<file path="src/rtl/fft_port_arbiter_if.sv">
// Handshake bundle between the four requesters, the arbiter and the downstream butterfly stage.
// master = requester/downstream side, slave = arbiter side.
`timescale 1ns/1ps
interface fft_port_arbiter_if #(
  parameter int N = 16
);
  logic [3:0]     in_valid;
  logic [3:0]     in_last;
  logic [4*N-1:0] in_data;
  logic [3:0]     in_ready;
  logic [1:0]     sel;
  logic           busy;
  logic           out_valid;
  logic [N-1:0]   out_data;
  logic           out_last;
  logic [1:0]     out_src;
  logic           out_ready;

  modport master (
    output in_valid, in_last, in_data, out_ready,
    input  in_ready, sel, busy, out_valid, out_data, out_last, out_src
  );

  modport slave (
    input  in_valid, in_last, in_data, out_ready,
    output in_ready, sel, busy, out_valid, out_data, out_last, out_src
  );
endinterface

</file>
<file path="src/rtl/fft_port_arbiter.sv">
// Round-robin packet-locked arbiter sharing one N-bit datapath between four requesters.
// Optional per-requester grant counters: define FFT_ARB_GRANT_CNT_EN.
`timescale 1ns/1ps
module fft_port_arbiter #(
  parameter int N     = 16,
  parameter int CNT_W = 16
) (
  input  logic                 clk,
  input  logic                 rst_n,
  fft_port_arbiter_if.slave    bus
`ifdef FFT_ARB_GRANT_CNT_EN
  ,
  output logic [4*CNT_W-1:0]   grant_cnt
`endif
);

  typedef enum logic {S_IDLE, S_LOCK} state_t;

  if (N < 1 || CNT_W < 1) begin : g_bad_param
    $error("fft_port_arbiter: N and CNT_W must be positive");
  end

  state_t       state_q, state_d;
  logic [1:0]   sel_q, sel_d;
  logic [1:0]   ptr_q, ptr_d;
  logic         out_valid_q, out_valid_d;
  logic [N-1:0] out_data_q, out_data_d;
  logic         out_last_q, out_last_d;
  logic [1:0]   out_src_q, out_src_d;

  logic [1:0]   gnt_idx;
  logic         any_req;
  logic         owner_rdy;
  logic         xfer;
  logic [3:0]   in_ready_w;
  logic [N-1:0] owner_data;

  // Scan from the farthest candidate back to ptr+1 so the nearest requester wins.
  always_comb begin
    gnt_idx = ptr_q;
    for (int i = 4; i >= 1; i--) begin
      if (bus.in_valid[ptr_q + 2'(i)]) gnt_idx = ptr_q + 2'(i);
    end
  end

  assign any_req    = |bus.in_valid;
  assign owner_rdy  = (state_q == S_LOCK) && (!out_valid_q || bus.out_ready);
  assign in_ready_w = owner_rdy ? (4'b0001 << sel_q) : 4'b0000;
  assign xfer       = owner_rdy && bus.in_valid[sel_q];
  assign owner_data = bus.in_data[sel_q*N +: N];

  always_comb begin
    state_d     = state_q;
    sel_d       = sel_q;
    ptr_d       = ptr_q;
    out_valid_d = out_valid_q;
    out_data_d  = out_data_q;
    out_last_d  = out_last_q;
    out_src_d   = out_src_q;

    case (state_q)
      S_IDLE: begin
        if (any_req) begin
          sel_d   = gnt_idx;
          state_d = S_LOCK;
        end
      end
      S_LOCK: begin
        if (xfer && bus.in_last[sel_q]) begin
          state_d = S_IDLE;
          ptr_d   = sel_q;
        end
      end
      default: state_d = S_IDLE;
    endcase

    // A drain and a new word in the same cycle keep the register full.
    if (xfer) begin
      out_valid_d = 1'b1;
      out_data_d  = owner_data;
      out_last_d  = bus.in_last[sel_q];
      out_src_d   = sel_q;
    end else if (bus.out_ready) begin
      out_valid_d = 1'b0;
    end
  end

  always_ff @(posedge clk or negedge rst_n) begin
    if (!rst_n) begin
      state_q     <= S_IDLE;
      sel_q       <= 2'd0;
      ptr_q       <= 2'd3;
      out_valid_q <= 1'b0;
      out_data_q  <= '0;
      out_last_q  <= 1'b0;
      out_src_q   <= 2'd0;
    end else begin
      state_q     <= state_d;
      sel_q       <= sel_d;
      ptr_q       <= ptr_d;
      out_valid_q <= out_valid_d;
      out_data_q  <= out_data_d;
      out_last_q  <= out_last_d;
      out_src_q   <= out_src_d;
    end
  end

  assign bus.in_ready  = in_ready_w;
  assign bus.sel       = sel_q;
  assign bus.busy      = (state_q == S_LOCK);
  assign bus.out_valid = out_valid_q;
  assign bus.out_data  = out_data_q;
  assign bus.out_last  = out_last_q;
  assign bus.out_src   = out_src_q;

`ifdef FFT_ARB_GRANT_CNT_EN
  logic [CNT_W-1:0] cnt_q [4];
  logic [CNT_W-1:0] cnt_d [4];
  logic             grant;

  assign grant = (state_q == S_IDLE) && any_req;

  always_comb begin
    for (int k = 0; k < 4; k++) begin
      cnt_d[k] = cnt_q[k];
      if (grant && (gnt_idx == 2'(k))) cnt_d[k] = cnt_q[k] + CNT_W'(1);
    end
  end

  always_ff @(posedge clk or negedge rst_n) begin
    if (!rst_n) begin
      for (int k = 0; k < 4; k++) cnt_q[k] <= '0;
    end else begin
      for (int k = 0; k < 4; k++) cnt_q[k] <= cnt_d[k];
    end
  end

  for (genvar g = 0; g < 4; g++) begin : g_cnt_out
    assign grant_cnt[g*CNT_W +: CNT_W] = cnt_q[g];
  end
`endif

endmodule

</file>
<file path="src/flat_wrapper.sv">
// flat-port wrapper written by rule: the top's interface ports become plain ports
module fft_port_arbiter_flat 
#(
  parameter int N     = 16,
  parameter int CNT_W = 16
)
  (clk, rst_n, bus_in_valid, bus_in_last, bus_in_data, bus_out_ready, bus_in_ready, bus_sel, bus_busy, bus_out_valid, bus_out_data, bus_out_last, bus_out_src);
  fft_port_arbiter_if #(.N(N)) bus_i ();
  input  logic clk;
  input  logic rst_n;
  input wire logic [$bits(bus_i.in_valid)-1:0] bus_in_valid;
  input wire logic [$bits(bus_i.in_last)-1:0] bus_in_last;
  input wire logic [$bits(bus_i.in_data)-1:0] bus_in_data;
  input wire logic [$bits(bus_i.out_ready)-1:0] bus_out_ready;
  output wire logic [$bits(bus_i.in_ready)-1:0] bus_in_ready;
  output wire logic [$bits(bus_i.sel)-1:0] bus_sel;
  output wire logic [$bits(bus_i.busy)-1:0] bus_busy;
  output wire logic [$bits(bus_i.out_valid)-1:0] bus_out_valid;
  output wire logic [$bits(bus_i.out_data)-1:0] bus_out_data;
  output wire logic [$bits(bus_i.out_last)-1:0] bus_out_last;
  output wire logic [$bits(bus_i.out_src)-1:0] bus_out_src;
  assign bus_i.in_valid = bus_in_valid;
  assign bus_i.in_last = bus_in_last;
  assign bus_i.in_data = bus_in_data;
  assign bus_i.out_ready = bus_out_ready;
  assign bus_in_ready = bus_i.in_ready;
  assign bus_sel = bus_i.sel;
  assign bus_busy = bus_i.busy;
  assign bus_out_valid = bus_i.out_valid;
  assign bus_out_data = bus_i.out_data;
  assign bus_out_last = bus_i.out_last;
  assign bus_out_src = bus_i.out_src;
  fft_port_arbiter #(.N(N), .CNT_W(CNT_W)) u_core (.clk(clk), .rst_n(rst_n), .bus(bus_i));
endmodule
</file>
<file path="config.mk">
export PLATFORM = sky130hd
export DESIGN_NAME = fft_port_arbiter_flat
export DESIGN_NICKNAME = d
export VERILOG_FILES = /design/src/rtl/fft_port_arbiter_if.sv /design/src/rtl/fft_port_arbiter.sv /design/src/flat_wrapper.sv
export SDC_FILE = /design/constraint.sdc
export NUM_CORES = 1
export LEC_CHECK = 0
export ABC_AREA = 1
export CORE_UTILIZATION = 30
export CTS_CLUSTER_DIAMETER = 100
export DETAILED_ROUTE_END_ITERATION = 6
export PLACE_DENSITY = 0.66
export RECOVER_POWER = 100
export SLEW_MARGIN = 20
export SYNTH_ARGS = -nofsm -noshare
export SYNTH_HDL_FRONTEND = slang
export SYNTH_SLANG_ARGS = --single-unit
</file>
<file path="constraint.sdc">
create_clock -name clk -period 1.9 [get_ports clk]
set_clock_uncertainty 0.15 [all_clocks]
set_input_delay 0.285 -clock clk [delete_from_list [all_inputs] [get_ports clk]]
set_output_delay 0.285 -clock clk [all_outputs]
set_load 0.005 [all_outputs]
</file>
# == Yosys cells after proc, flatten, opt, wreduce, memory -nomap -nowiden ==
# Index checks and enable logic that the tools add are counted.
# op_classes
n_addsub,3
magnitude_cmp,4
n_shift,2
muxes,19
bitwise,1
reduce_logical,9
# op_table
operator,count
$shiftx 64x7->16,1
$lt 2x3->1 const B,4
$bmux 1 s2,5
$mux 1,9
$mux 2,3
$add 2x2->2 const B,2
$mux 4,1
$reduce_and 2->1,2
$reduce_or 4->1,1
$shl 1x2->4 const A,1
$logic_and 1x1->1,3
$add 2x1->2 const B,1
$pmux 1 s2,1
$reduce_bool 2->1,1
$logic_not 1->1,1
$logic_or 1x1->1,1
$not 1->1,1
# word_totals
regBits,25
output_inout_bits,27

# == Logic depth before layout (Yosys ltp) ==
# logic_depth
word_depth,7
depth_mapped,11
ltp_nobuf,10

# == Least setup slack after synthesis ==
# OpenSTA, ideal clock, no wires.
# synth_path
kind,register -> register
start,reg u_core.sel_q[0] (netlist: u_core.bus.sel[0])
end,reg u_core.out_data_q[10] (netlist: u_core.bus.out_data[10])
setup_time_ns,0.116
t_arrival_ns,1.271
required_ns,1.634
path_slack_ns,0.362
stages_incl_launch_ff,11
path_buffers,2
period_less_slack_ns,1.538
cell_sequence,dfrtp_1 buf_6 nand2_4 inv_4 a22oi_4 nand2_4 nand2_8 inv_8 buf_12 nand2_2 nand2_1
# synth_via
elab_chain_len,3
elab_cells_between_ends,4
cone_classes,shift: 1; mux: 2; reduce/logical: 1
# synth_lines
item,line_no,text
from (decl),fft_port_arbiter.sv:24,"logic [1:0] sel_q, sel_d;"
from (signal assigned),fft_port_arbiter.sv:99,sel_q <= sel_d;
branches (longest 3 deep; another with $shiftx 64x7->16),n/a,
to (signal assigned),fft_port_arbiter.sv:102,out_data_q <= out_data_d;
to (decl),fft_port_arbiter.sv:27,"logic [N-1:0] out_data_q, out_data_d;"
# Parallel ways; which one is timed is not known. The select of a mux whose other input is x is not followed.
# A chain may end at the register's enable or synchronous reset.

# == Worst setup path after layout ==
# layout_path
start,reg u_core.sel_q[1] (netlist: u_core.bus.sel[1])
end,reg u_core.out_data_q[10] (netlist: u_core.bus.out_data[10])
# Same word-level chain as after synthesis.

==> impl_metrics.py <==
metrics = {
    "outcome": {
        "outcome": "finished clean",
    },
    "yosys": {
        "synth_cell_types": 26,
        "synth_area_um2": 1730,
        "synth.avg_cell_area_um2": 7.43,
        "yosys_register_bits": 25,
        "yosys_warnings": 0,
        "synth-seq-area-share": 0.363,
        "syn-num-nets": 308,
        "synth_cells": 233,
    },
    "placement": {
        "io_buffers": 101,
        "gp_congestion": 0.773,
        "dp_hpwl_um": 4270,
    },
    "critical_path": {
        "ff2ff_path_depth": 9,
        "critPathTopFamily": "buffers and inverters",
        "worst-path-stages": 9,
        "r2r_slack_ns": 0.12,
        "critPathLaunchType": "flop",
        "crit_chain": "buf_4 > buf_4 > nor2_8 > a22oi_4 > nand2_4 > nand2_4 > buf_12 > nand2_1 > nand2_1",
        "crit_arrival_ns": 1.79,
        "cpPeakStageDelay_ns": 0.44,
        "end_kind": "flop",
        "crit_path_top_delay_cell": "dfrtp_2",
        "path_class": "flop to flop",
        "critical_path_required_ns": 1.91,
        "reg2reg_from": "u_core.bus.sel[1]",
        "crit_fanout": 9,
        "timing.rr.end": "u_core.bus.out_data[10]",
        "path_buf_inv": 3,
    },
    "detailed_routing": {
        "wl_per_cell_um": 12.7,
        "via_count": 1935,
        "drtAntennaViolNets": 0,
        "first_pass_iters": 5,
        "drc": 0,
        "vias_per_cell": 4.61,
        "drt_wl_total_um": 5340,
        "drt_iter0_markers": 57,
    },
    "layout": {
        "num_antenna_cells": 0,
        "regArea_um2": 631,
        "area.growth.synth_to_final_pct": 71.5,
        "drive_above_1_share": 0.149,
        "multi_input_comb_area_um2": 940,
        "fin_nets": 424,
        "n_fill_cell": 546,
    },
    "global_route": {
        "grt_pass1_wl_um": 8660,
        "gr-total-overflow": 0,
        "grt.total_usage": 0.180,
        "grt_max_degree": 26,
        "antenna_found_initial": 0,
        "grt_pass1_vias": 1879,
    },
    "clock_tree": {
        "numCtsBuffers": 3,
        "clk_latency_ns": 0.27,
        "cts_sinks": 25,
        "cts_tree": "done",
        "root_buffer": "clkbuf_8",
        "clk_pin_slew_worst_paths_ns": 0.09,
        "cts.htree.levels": 1,
        "clock_path_buffers": 2,
        "hold_buffers": 0,
    },
    "floorplanning": {
        "start_util": 0.313,
        "core_area_um2": 5540,
        "die-area_um2": 6080,
        "ios": 102,
        "chipHeight_um": 78.0,
        "row_count": 27,
        "die_w_um": 78.0,
    },
    "timing": {
        "fmax_mhz": 561,
        "fin_crit_ns": 1.78,
        "finalSetupViolCount": 0,
        "worstMarginPinSlew_ns": 0.629,
        "tns_ns": 0,
        "final-max-slew-violation-count": 0,
        "relSlewSlack": 0.580,
        "fin_hold_ws_ns": 0.279,
        "rsz0062_at_grt": "no",
        "timing.final.crit_share": 0.938,
        "hold_violations": 0,
    },
    "worst_hold_path": {
        "hold_end": "u_core.bus.out_valid",
        "hold_start": "bus_out_ready",
        "hold_depth": 2,
        "hold_class": "input pin to flop",
    },
    "power_and_ir_drop": {
        "p_per_area_nw_per_um2": 1420,
        "leakagePower_uw": 0.00147,
        "vdd_drop_max_v": 0.000636,
    },
    "job": {
        "drv_cap": 0,
    },
}
logic make-up after synthesis:
kind of cell,count (synthesis),share of synthesized area
buf+inv,25,0.0946
flops,25,0.363
compound gates,28,0.126
simple gates,155,0.417
cell type report:
class / instances / area share
clock buffer: 3 / 0.0139
clock inverter: 1 / 0.00169
inverter: 15 / 0.0240
multi-input combinational: 183 / 0.316
sequential: 25 / 0.212
tap: 72 / 0.0303
timing repair buffer: 121 / 0.401
metrics by stage:
step	setup slack, ns	util	area [um^2]	power, uW	std cells
6_report	0.119	0.536	2970	4210	420
5_1_grt	0.0199	0.536	2970	4590	420
4_1_cts	0.00815	0.539	2990	4420	420
3_5_place_dp	-0.190	0.525	2910	4040	413
3_3_place_gp	-0.171	0.525	2910	3980	413
2_1_floorplan	0.362	-	1730	2790	233
where the power goes:
group | internal, uW | switching [uW]
Sequential | 807 | 170
Clock | 147 | 168
Combinational | 1390 | 1530
Total | 2340 | 1870
layer usage:
| metal | share of wire | GRT usage | vias to the layer above |
|---|---|---|---|
| li1 | - | - | 987 |
| met1 | 0.42 | 0.218 | 882 |
| met2 | 0.52 | 0.322 | 60 |
| met3 | 0.044 | 0.0400 | 6 |
| met4 | 0.013 | 0.0389 | 0 |
| met5 | 0 | 0 | - |
state kept, by name (all words and copies together), names as in the netlist:
name and flops:
u_core.bus.out_valid 1, u_core.bus.out_data 16, u_core.bus.out_last 1, u_core.ptr_q 2
u_core.bus.out_src 2, u_core.bus.sel 2, u_core.bus.busy 1
what timing repair did:
| item | 4_1_cts | 5_1_grt |
|---|---|---|
| cloned | 0 | 0 |
| setup endpoints to repair | 5 | 1 |
| resized for setup | 8 | 3 |
| setup buffers | 3 | 0 |
cells in the final DEF, fill, tap and decap left out, types with 3 or more instances in the layout:
cell             netlist  layout
nand2_1              109     111
clkdlybuf4s50_1        0      74
nand3_1               23      23
dlygate4sd3_1          0      22
dfrtp_1               23      21
a22oi_1               16      16
buf_4                  0      15
inv_1                 10       9
nand2_2               10       8
dlygate4sd2_1          0       4
nor3_1                 3       3
nand2_4                2       3
nor2_8                 3       3
o21ai_0                2       3
clkbuf_8               0       3
buf_12                 1       3
cells in the mapped netlist (all sizes together):
cell   count  share of area
a22oi     18          0.094
nor2       6          0.041
a21oi      2         0.0058
dfrtp     23           0.33
buf       10          0.052
nand3     23          0.066
o21ai      7          0.022
dfstp      2          0.030
nand2    122           0.30
a31oi      1         0.0036
nand4      1         0.0036
nor3       3         0.0087
inv       15          0.043
how the worst max path moves through the flow:
stage	start	end	slack (ns)
final	u_core.bus.sel[1]	u_core.bus.out_data[10]	0.12
after global placement	bus_out_ready	bus_in_ready[2]	-0.17
after CTS	u_core.bus.out_valid	bus_in_ready[3]	0.008
after detailed placement	bus_out_ready	bus_in_ready[1]	-0.19
after floorplan	u_core.bus.sel[0]	u_core.bus.out_data[10]	0.36
after global routing	u_core.bus.sel[1]	u_core.bus.out_data[1]	0.02
No activity file was read; power rests on OpenSTA's default activity.
